--- src/rtl/if_pkg.sv ---
// Shared types and defaults for the instruction-fetch stage.
// Optional feature macro: IF_MISALIGN_EN (misaligned-fetch exception path).
package if_pkg;

   typedef logic [31:0] word_t;

   typedef enum logic [1:0] {
      S_FETCH = 2'd0,   // request outstanding (or about to be issued)
      S_HOLD  = 2'd1,   // instruction buffered, waiting for IF/ID to take it
      S_DROP  = 2'd2    // redirected while a request was in flight; swallow its ack
   } state_t;

   localparam word_t DEF_RESET_PC  = 32'h0000_0000;
   localparam word_t DEF_NOP_INSTR = 32'h0000_0000;

   // Address as it is loaded into req_addr: word-aligned unless the
   // misaligned-fetch exception path is built in.
   function automatic word_t align_addr(input word_t a);
`ifdef IF_MISALIGN_EN
      return a;
`else
      return a & 32'hFFFF_FFFC;
`endif
   endfunction

endpackage

--- src/rtl/if_fetch_ctl.sv ---
// Fetch control: state machine plus the pc / req_addr registers.
// Honours IF_MISALIGN_EN: when defined, a misaligned req_addr suppresses the
// memory request and raises a capture-exception strobe instead.
//
// Memory handshake: imem_req is a request valid, imem_ack a single-cycle
// completion. Once imem_req rises, imem_addr is held stable until the cycle in
// which imem_ack is seen; a request is never withdrawn except by RST.
module if_fetch_ctl
   import if_pkg::*;
#(
   parameter word_t RESET_PC = DEF_RESET_PC
) (
   input  logic   CLK,
   input  logic   RST,
   input  logic   stall,
   input  logic   redirect,
   input  word_t  redirect_pc,
   input  logic   imem_ack,
   output logic   imem_req,
   output word_t  imem_addr,
   output logic   if_write,
   output logic   cap_data,
   output logic   cap_exc,
   output logic   clr_valid,
   output word_t  cap_pc4
);

   state_t state_q, state_d;
   word_t  pc_q, pc_d;
   word_t  req_addr_q, req_addr_d;
   logic   misalign;
   logic   write_raw;

   // Misaligned request detection (only meaningful with the exception path built in)
   always_comb begin
`ifdef IF_MISALIGN_EN
      misalign = (req_addr_q[1:0] != 2'b00);
`else
      misalign = 1'b0;
`endif
   end

   assign cap_pc4   = req_addr_q + 32'd4;
   assign imem_addr = req_addr_q;
   // No request in HOLD, on a misaligned address, or while in reset
   assign imem_req  = (state_q != S_HOLD) && !misalign && !RST;
   assign if_write  = write_raw && !RST;

   // Next-state and register update logic; redirect wins over stall
   always_comb begin
      state_d    = state_q;
      pc_d       = pc_q;
      req_addr_d = req_addr_q;
      write_raw  = 1'b0;
      cap_data   = 1'b0;
      cap_exc    = 1'b0;
      clr_valid  = 1'b0;

      if (redirect) begin
         pc_d      = redirect_pc;
         clr_valid = 1'b1;
         write_raw = 1'b1;   // flush IF/ID with a bubble
      end

      case (state_q)
         S_FETCH: begin
            if (misalign) begin
               if (redirect) begin
                  req_addr_d = align_addr(redirect_pc);
               end else begin
                  cap_exc = 1'b1;
                  pc_d    = cap_pc4;
                  state_d = S_HOLD;
               end
            end else if (imem_ack) begin
               if (redirect) begin
                  // returned word belongs to the abandoned path
                  req_addr_d = align_addr(redirect_pc);
               end else begin
                  cap_data = 1'b1;
                  pc_d     = cap_pc4;
                  state_d  = S_HOLD;
               end
            end else if (redirect) begin
               // request still owed an ack; keep address stable until it arrives
               state_d = S_DROP;
            end
         end
         S_HOLD: begin
            if (redirect) begin
               req_addr_d = align_addr(redirect_pc);
               state_d    = S_FETCH;
            end else if (!stall) begin
               write_raw  = 1'b1;
               clr_valid  = 1'b1;
               req_addr_d = align_addr(pc_q);
               state_d    = S_FETCH;
            end
         end
         S_DROP: begin
            if (imem_ack) begin
               req_addr_d = align_addr(redirect ? redirect_pc : pc_q);
               state_d    = S_FETCH;
            end
         end
         default: state_d = S_FETCH;
      endcase
   end

   // State registers with synchronous reset
   always_ff @(posedge CLK) begin
      if (RST) begin
         state_q    <= S_FETCH;
         pc_q       <= RESET_PC;
         req_addr_q <= RESET_PC;
      end else begin
         state_q    <= state_d;
         pc_q       <= pc_d;
         req_addr_q <= req_addr_d;
      end
   end

endmodule

--- src/rtl/if_fetch.sv ---
// Instruction-fetch stage: fetch controller plus the instruction buffer and
// IF/ID output muxing. Optional feature macro: IF_MISALIGN_EN.
module if_fetch
   import if_pkg::*;
#(
   parameter word_t RESET_PC  = DEF_RESET_PC,
   parameter word_t NOP_INSTR = DEF_NOP_INSTR
) (
   input  logic  CLK,
   input  logic  RST,
   input  logic  stall,
   input  logic  redirect,
   input  word_t redirect_pc,
   output logic  imem_req,
   output word_t imem_addr,
   input  logic  imem_ack,
   input  word_t imem_rdata,
   output word_t IF_pc4,
   output word_t IF_IR,
   output logic  IF_write,
   output logic  IF_exc
);

   logic  cap_data, cap_exc, clr_valid;
   word_t cap_pc4;

   word_t buf_ir_q, buf_ir_d;
   word_t buf_pc4_q, buf_pc4_d;
   logic  buf_valid_q, buf_valid_d;
   logic  buf_exc_q, buf_exc_d;

   if_fetch_ctl #(
      .RESET_PC (RESET_PC)
   ) u_ctl (
      .CLK         (CLK),
      .RST         (RST),
      .stall       (stall),
      .redirect    (redirect),
      .redirect_pc (redirect_pc),
      .imem_ack    (imem_ack),
      .imem_req    (imem_req),
      .imem_addr   (imem_addr),
      .if_write    (IF_write),
      .cap_data    (cap_data),
      .cap_exc     (cap_exc),
      .clr_valid   (clr_valid),
      .cap_pc4     (cap_pc4)
   );

   // Buffer next-state: capture fetched word or exception bubble, clear on hand-off/flush
   always_comb begin
      buf_ir_d    = buf_ir_q;
      buf_pc4_d   = buf_pc4_q;
      buf_valid_d = buf_valid_q;
      buf_exc_d   = buf_exc_q;
      if (clr_valid) begin
         buf_valid_d = 1'b0;
      end
      if (cap_data) begin
         buf_ir_d    = imem_rdata;
         buf_pc4_d   = cap_pc4;
         buf_valid_d = 1'b1;
         buf_exc_d   = 1'b0;
      end
      if (cap_exc) begin
         buf_ir_d    = NOP_INSTR;
         buf_pc4_d   = cap_pc4;
         buf_valid_d = 1'b1;
         buf_exc_d   = 1'b1;
      end
   end

   // Buffer registers with synchronous reset
   always_ff @(posedge CLK) begin
      if (RST) begin
         buf_ir_q    <= NOP_INSTR;
         buf_pc4_q   <= 32'h0000_0000;
         buf_valid_q <= 1'b0;
         buf_exc_q   <= 1'b0;
      end else begin
         buf_ir_q    <= buf_ir_d;
         buf_pc4_q   <= buf_pc4_d;
         buf_valid_q <= buf_valid_d;
         buf_exc_q   <= buf_exc_d;
      end
   end

   // A redirect cycle or reset presents a bubble regardless of buffer contents.
   // Without IF_MISALIGN_EN buf_exc can never be set, so IF_exc stays 0.
   assign IF_IR  = (buf_valid_q && !redirect && !RST) ? buf_ir_q : NOP_INSTR;
   assign IF_pc4 = buf_pc4_q;
   assign IF_exc = buf_valid_q && buf_exc_q && !redirect && !RST;

endmodule

--- config.mk ---
export PLATFORM = sky130hd
export DESIGN_NAME = if_fetch
export DESIGN_NICKNAME = d
export VERILOG_FILES = /design/src/rtl/if_pkg.sv /design/src/rtl/if_fetch_ctl.sv /design/src/rtl/if_fetch.sv
export SDC_FILE = /design/constraint.sdc
export NUM_CORES = 1
export LEC_CHECK = 0
export ABC_CLOCK_PERIOD_IN_PS = 2600
export CORE_MARGIN = 1
export CORE_UTILIZATION = 42
export DETAILED_ROUTE_END_ITERATION = 6
export MAX_ROUTING_LAYER = met4
export PLACE_DENSITY_LB_ADDON = 0.15
export RECOVER_POWER = 25
export SETUP_SLACK_MARGIN = 0.2
export SLEW_MARGIN = 25
export SYNTH_ARGS = -nofsm -noshare
export SYNTH_HDL_FRONTEND = slang
export SYNTH_HIERARCHICAL = 1
export SYNTH_SLANG_ARGS = --single-unit
--- constraint.sdc ---
create_clock -name CLK -period 2.6 [get_ports CLK]
set_clock_uncertainty 0.05 [all_clocks]
set_input_delay 0.26 -clock CLK [delete_from_list [all_inputs] [get_ports CLK]]
set_output_delay 0.26 -clock CLK [all_outputs]
set_load 0.02 [all_outputs]
After elaboration in Yosys (flattened, before gate mapping)
Index checks and enable logic that the tools add are counted.
{"block": "word_totals", "regBits": 131, "in_bits": 69, "out_inout_bits": 99, "word_cells": 54}
{"block": "classes", "n_addsub": 1, "eq_ne": 9, "muxes": 27, "reduce_logical": 11}
{"operator": "2-to-1 mux 32 bit", "n": 10}
{"operator": "one-hot mux 32 bit (3 select lines)", "n": 1}
{"operator": "adder 32 x 3 -> 32 bit (second input constant)", "n": 1}
{"operator": "2-to-1 mux 2 bit", "n": 6}
{"operator": "2-to-1 mux 1 bit", "n": 9}
{"operator": "!= test 3 bit (second input constant)", "n": 3}
{"operator": "!= test 2 bit (second input constant)", "n": 3}
{"operator": "one-hot mux 2 bit (3 select lines)", "n": 1}
{"operator": "AND reduction 5 bit", "n": 1}
{"operator": "logical AND 1 bit", "n": 4}
{"operator": "AND reduction 4 bit", "n": 1}
{"operator": "nonzero test 3 bit", "n": 1}
{"operator": "== test 2 x 1 -> 1 bit (second input constant)", "n": 1}
{"operator": "== test 2 bit (second input constant)", "n": 1}
{"operator": "logical NOT 1 bit", "n": 2}
{"operator": "logical NOT 2 bit", "n": 1}
{"operator": "!= test 2 x 1 -> 1 bit (second input constant)", "n": 1}
{"operator": "nonzero test 2 bit", "n": 1}

Depth between registers and ports, before layout
{"block": "depth", "depth_word": 6, "depth_mapped": 10, "mapped_depth_nobuf": 7}

Cells and area by module
The synthesis kept the hierarchy.
{"mod": "if_fetch_ctl", "n_inst": 1, "cells_per_inst": 442, "area_each_um2": 3485.8, "seq_area_each_um2": 1241.2}
{"mod": "if_fetch", "n_inst": 1, "cells_per_inst": 296, "area_each_um2": 2830.2, "seq_area_each_um2": 1321.3}

Least setup slack after synthesis
OpenSTA, ideal clock, no wires.
{"block": "synth_path", "path_kind": "flip-flop to flip-flop", "from": "register u_ctl.state_q[0]", "to": "register buf_pc4_q[24] (netlist: IF_pc4[24])", "setup_time_ps": 132, "t_arrival_ps": 1873, "required_time_ps": 2418, "setup_slack_ps": 544, "path_stages_with_launch": 11, "n_path_buf": 4, "period_less_slack_ps": 2056, "cell_sequence": "dfxtp_1 -> inv_1 -> ha_1 -> nand2_1 -> clkbuf_1 -> nor2_1 -> buf_6 -> buf_4 -> buf_4 -> o21ai_0 -> a21oi_1"}
{"block": "synth_between", "elab_chain_cells": 2}
{"element": "start, declared", "line": "if_fetch_ctl.sv:28", "text": "state_t state_q, state_d;"}
{"element": "start signal, assigned", "line": "if_fetch_ctl.sv:117", "text": "state_q <= state_d;"}
{"element": "logical NOT 2 bit", "line": "if_fetch_ctl.sv:65", "text": "case (state_q)"}
{"element": "2-to-1 mux 1 bit", "line": "if_fetch_ctl.sv:65"}
{"element": "named net cap_data", "line": "if_fetch.sv:24", "text": "logic cap_data, cap_exc, clr_valid;"}
{"element": "end signal, assigned", "line": "if_fetch.sv:82", "text": "buf_pc4_q <= buf_pc4_d;"}
{"element": "end, declared", "line": "if_fetch.sv:28", "text": "word_t buf_pc4_q, buf_pc4_d;"}
The timed path passes the listed nets, and every way through them passes these cells.
A chain may end at the register's enable or synchronous reset.

Final worst setup path
{"block": "layout_path", "from": "register buf_valid_q", "to": "output port IF_IR[6]"}
{"block": "layout_between", "elab_chain_cells": 3}
{"element": "start, declared", "line": "if_fetch.sv:29", "text": "logic buf_valid_q, buf_valid_d;"}
{"element": "start signal, assigned", "line": "if_fetch.sv:83", "text": "buf_valid_q <= buf_valid_d;"}
{"element": "logical AND 1 bit (2 in a row)", "line": "if_fetch.sv:90", "text": "assign IF_IR = (buf_valid_q && !redirect && !RST) ? buf_ir_q : NOP_INSTR;"}
{"element": "2-to-1 mux 32 bit", "line": "if_fetch.sv:90"}
{"element": "end, declared", "line": "if_fetch.sv:19", "text": "output word_t IF_IR,"}
No other way between the ends.

==> out/qor.log <==
INFO  run_status     run_status=finished clean
INFO  global_route   grt_start_max_net_pins=68
INFO  sta            setup_repair_after_global_routing_missed_its_margin=false
INFO  routing        initialDrtViolationCount=510
INFO  floorplan      die-height=124.6um
INFO  sta            setup_violations=0
INFO  clocking       ctsHtreeMaxLevel=4
INFO  power          post-layout-total-power=6.014mW
INFO  placement      place.gp.congestion=0.8394
INFO  synthesis      synth_cell_type_count=47
INFO  power          highest_ir_drop_seen_on_vdd=443.2uV
INFO  routing        drt-pass1-iter-count=5
INFO  clocking       post_cts_buffers=0
INFO  setup_path     critical_path.max_fanout=33
INFO  routing        drt-wirelength-per-cell=16.67um
INFO  floorplan      rows=44
INFO  synthesis      synth-seq-area-share=40.57%
INFO  power          p_leak=3.270nW
INFO  synthesis      synthSimpleGateAreaFrac=23.34%
INFO  synthesis      synth_top_family_by_area=simple AND/OR/NAND/NOR gates
INFO  synthesis      synthTopCellsByArea=sky130_fd_sc_hd__dfxtp_1, sky130_fd_sc_hd__nor2_1, sky130_fd_sc_hd__mux2i_1, sky130_fd_sc_hd__a21oi_1, sky130_fd_sc_hd__or3b_1
INFO  power          total_switching_power=1.667mW
INFO  synthesis      mappedNetlistArea=0.006316mm^2
INFO  sta            min_period_over_period=86.87%
INFO  clocking       clk_path_buf_depth=2
INFO  floorplan      die_x_extent=124.6um
INFO  clocking       tritoncts=done
INFO  global_route   grt_pass1_wl=28.84mm
INFO  global_route   grt_antenna_before_repair=0
INFO  clocking       tritoncts_buffer_count=17
INFO  power          intPower=4.347mW
INFO  sta            setup_tns=0ns
INFO  routing        count_of_vias_placed_by_the_detailed_router=5810
INFO  clocking       cts_sinks=128
INFO  synthesis      asyncSetResetFlopFracSynth=0%
INFO  job            drv_cap=0
INFO  setup_path     start_kind=flip-flop
INFO  setup_path     cp_slowest_stage_delay=0.62ns
INFO  sta            finalMaxSlewViolations=0
INFO  clocking       clock_insertion_delay_worst_skew=0.42ns
INFO  sta            fin_crit=2.259ns
INFO  worst_hold_path worstHoldPathType=in2reg
INFO  clocking       cts_root_buf=sky130_fd_sc_hd__clkbuf_16
INFO  synthesis      synthesis.area_per_instance=8.558um^2
INFO  routing        route.detailed.vias_per_inst=5.420
INFO  floorplan      ios=168
INFO  global_route   number_of_global_route_vias_before_repair=5590
INFO  routing        wl=17.87mm
INFO  layout         final_area=0.008652mm^2
INFO  synthesis      post_synth_fa_ha_maj_area_fraction=0.9905%
INFO  floorplan      floorplan.core_area=0.01459mm^2
INFO  sta            layout_setup_ws=0.3413ns
INFO  placement      postPlaceCellArea=0.008016mm^2
INFO  power          p_comb_share=19.0%
INFO  placement      place_worst_setup_slack=0.5424ns
INFO  sta            hold_violations=0
INFO  layout         nFillCells=1293
INFO  synthesis      netlist_instances=738
INFO  synthesis      ys_warn_count=6
INFO  power          swShare=27.72%
INFO  power          p_per_area=695.1mW/mm^2
INFO  global_route   grt_use_total=23.90%
INFO  sta            worstMarginPinSlew=0.7872ns
INFO  setup_path     endpoint_kind=primary output
INFO  setup_path     crit_slowest_cell=sky130_fd_sc_hd__clkdlybuf4s50_1
INFO  power          clock_power_share=43.6%
INFO  synthesis      number_of_enable_flip_flop_cells_after_synthesis=0
INFO  layout         syn2layout_area_growth=36.98%
INFO  floorplan      floorplan.initialDensity=43.29%
INFO  clocking       clk_pin_slew=0.06ns
INFO  global_route   grt.overflow.total=0
INFO  placement      dp_hpwl=11.90mm
INFO  clocking       postCtsHoldBufs=0
INFO  setup_path     critPathRequiredTime=2.29ns
INFO  placement      port_bufs=163
INFO  floorplan      die_area=0.01553mm^2
INFO  synthesis      synth_area_in_compound_gates=19.06%
INFO  synthesis      post_synth_mux_area_share=5.230%
INFO  layout         post_route_cells_drive_above_1_share=7.432%
INFO  power          pwr-share-seq=37.4%
INFO  setup_path     timing.setup.critical_path_class=reg2out
INFO  synthesis      yosys.area.top_type=sky130_fd_sc_hd__dfxtp_1
INFO  layout         finish.net_count=949
INFO  sta            max_clock_freq=442.7MHz
INFO  synthesis      synth_xor_xnor_area_share=3.863%
INFO  sta            max_slew_margin=47.52%
INFO  synthesis      postSynthRegisterBits=128
INFO  routing        drc=0
INFO  synthesis      synth_top_area_share=40.57%
INFO  setup_path     arrival=1.95ns
INFO  routing        postRouteAntennaNets=0
INFO  synthesis      synth_ff_type=sky130_fd_sc_hd__dfxtp_1
INFO  layout         seq_area=0.002562mm^2
INFO  setup_path     worstPathCellList=nor3b_2 > buf_6 > and2_1 > clkdlybuf4s50_1
INFO  layout         total_inserted_antenna_cells=0
INFO  layout         multi_input_area=0.003351mm^2
## sequential cells by signal, indices dropped and copies added (netlist names)
register and count:
u_ctl/imem_addr 30, buf_valid_q 1, buf_ir_q 32, IF_pc4 32, u_ctl/pc_q 30, u_ctl/state_q 2
buf_exc_q 1
## final timing paths
| path | slack, ns | endpoint | cells after the start | startpoint |
|---|---|---|---|---|
| worst max-delay path | 0.34 | IF_IR[6] | 4 | buf_valid_q |
| worst min-delay path | 0.11 | IF_pc4[4] | 2 | RST |
| worst max register to register | 0.38 | IF_pc4[19] | 7 | u_ctl/state_q[0] |
| worst min register to register | 0.43 | buf_exc_q | 2 | buf_exc_q |
## power by group through the flow
stage | clock, mW | sequential [mW] | combinational (mW)
after detailed placement | 0 | 2.29 | 1.16
after global placement | 0 | 2.28 | 1.14
after global routing | 2.77 | 2.27 | 1.24
after floorplan | 0 | 2.39 | 0.572
final | 2.62 | 2.25 | 1.14
after CTS | 2.67 | 2.25 | 1.17
## routing by layer
layer | up-vias | wire length (um) | track usage (%)
met5 | - | 0 | -
met4 | 0 | 283 | 8.859
met3 | 23 | 1390 | 6.271
met2 | 216 | 8081 | 35.55
met1 | 2700 | 8118 | 31.02
li1 | 2871 | - | -
## worst max-delay path: cells and delay by family (launching register included)
family / cells / cell delay [ns]
flip-flops: 1 / 0.33
buffers and inverters: 2 / 0.86
AND/OR/NAND/NOR: 2 / 0.34
## cell families after synthesis
family,count (synthesis)
DFF,128
AOI/OAI and AO/OA,192
muxes,33
xor gates and xnor gates,27
adders and majority gates,5
buffers and inverters,81
and+or+nand+nor,271
other,1
## stage by stage
step,std cells,util (%),hold WS [ns]
2_1_floorplan,742,-,0.3460
3_3_place_gp,1040,54.95,0.4057
3_5_place_dp,1040,54.95,0.4258
4_1_cts,1072,59.42,0.1001
5_1_grt,1072,59.31,0.1237
6_report,1072,59.31,0.1083
## Yosys cell counts, types with 3 or more instances
library cell / number
sky130_fd_sc_hd__a211oi_1: 32
sky130_fd_sc_hd__a21oi_1: 60
sky130_fd_sc_hd__a221oi_1: 4
sky130_fd_sc_hd__a22oi_1: 32
sky130_fd_sc_hd__and2_1: 35
sky130_fd_sc_hd__and3_1: 3
sky130_fd_sc_hd__and4_1: 6
sky130_fd_sc_hd__buf_1: 5
sky130_fd_sc_hd__buf_2: 11
sky130_fd_sc_hd__buf_4: 11
sky130_fd_sc_hd__buf_6: 9
sky130_fd_sc_hd__clkbuf_1: 33
sky130_fd_sc_hd__dfxtp_1: 128
sky130_fd_sc_hd__ha_1: 5
sky130_fd_sc_hd__inv_1: 11
sky130_fd_sc_hd__mux2i_1: 33
sky130_fd_sc_hd__nand2_1: 34
sky130_fd_sc_hd__nand2b_1: 3
sky130_fd_sc_hd__nand3_1: 11
sky130_fd_sc_hd__nand4_1: 8
sky130_fd_sc_hd__nor2_1: 114
sky130_fd_sc_hd__nor2b_1: 5
sky130_fd_sc_hd__nor3_1: 6
sky130_fd_sc_hd__o21ai_0: 43
sky130_fd_sc_hd__o2bb2ai_1: 11
sky130_fd_sc_hd__o31a_1: 4
sky130_fd_sc_hd__or3b_1: 32
sky130_fd_sc_hd__xnor2_1: 18
sky130_fd_sc_hd__xor2_1: 8
## placed cells by master (no fill, tap or decap), types with 3 or more instances in the layout
master	instances
sky130_fd_sc_hd__dlygate4sd3_1	48
sky130_fd_sc_hd__dfxtp_1	128
sky130_fd_sc_hd__clkinvlp_4	6
sky130_fd_sc_hd__nor2b_1	5
sky130_fd_sc_hd__nand2b_1	3
sky130_fd_sc_hd__inv_1	11
sky130_fd_sc_hd__conb_1	5
sky130_fd_sc_hd__or3b_1	32
sky130_fd_sc_hd__nand3_1	11
sky130_fd_sc_hd__clkbuf_16	17
sky130_fd_sc_hd__o2bb2ai_1	11
sky130_fd_sc_hd__and3_1	3
sky130_fd_sc_hd__and2_1	34
sky130_fd_sc_hd__o21ai_0	43
sky130_fd_sc_hd__nand2_1	34
sky130_fd_sc_hd__buf_12	3
sky130_fd_sc_hd__nor2_1	113
sky130_fd_sc_hd__nor3_1	5
sky130_fd_sc_hd__a22oi_1	32
sky130_fd_sc_hd__a211oi_1	32
sky130_fd_sc_hd__and4_1	6
sky130_fd_sc_hd__bufinv_16	5
sky130_fd_sc_hd__clkdlybuf4s50_1	112
sky130_fd_sc_hd__mux2i_1	33
sky130_fd_sc_hd__nand4_1	8
sky130_fd_sc_hd__xnor2_1	18
sky130_fd_sc_hd__a221oi_1	4
sky130_fd_sc_hd__o31a_1	4
sky130_fd_sc_hd__ha_1	5
sky130_fd_sc_hd__buf_4	15
sky130_fd_sc_hd__a21oi_1	60
sky130_fd_sc_hd__xor2_1	8
## final cells by class
type | count | share of cell area (%)
Clock buffer | 18 | 5.076
Clock inverter | 14 | 2.473
Sequential cell | 128 | 29.62
Multi-Input combinational cell | 533 | 38.73
Timing Repair Buffer | 184 | 20.97
Tap cell | 184 | 2.661
Inverter | 11 | 0.4772
## what timing repair did
item	4_1_cts	5_1_grt
pin swaps	0	0
resized for setup	1	1
endpoints found under the hold margin	0	0
setup endpoints to repair	1	19
Power figures use the tool's default switching activity.
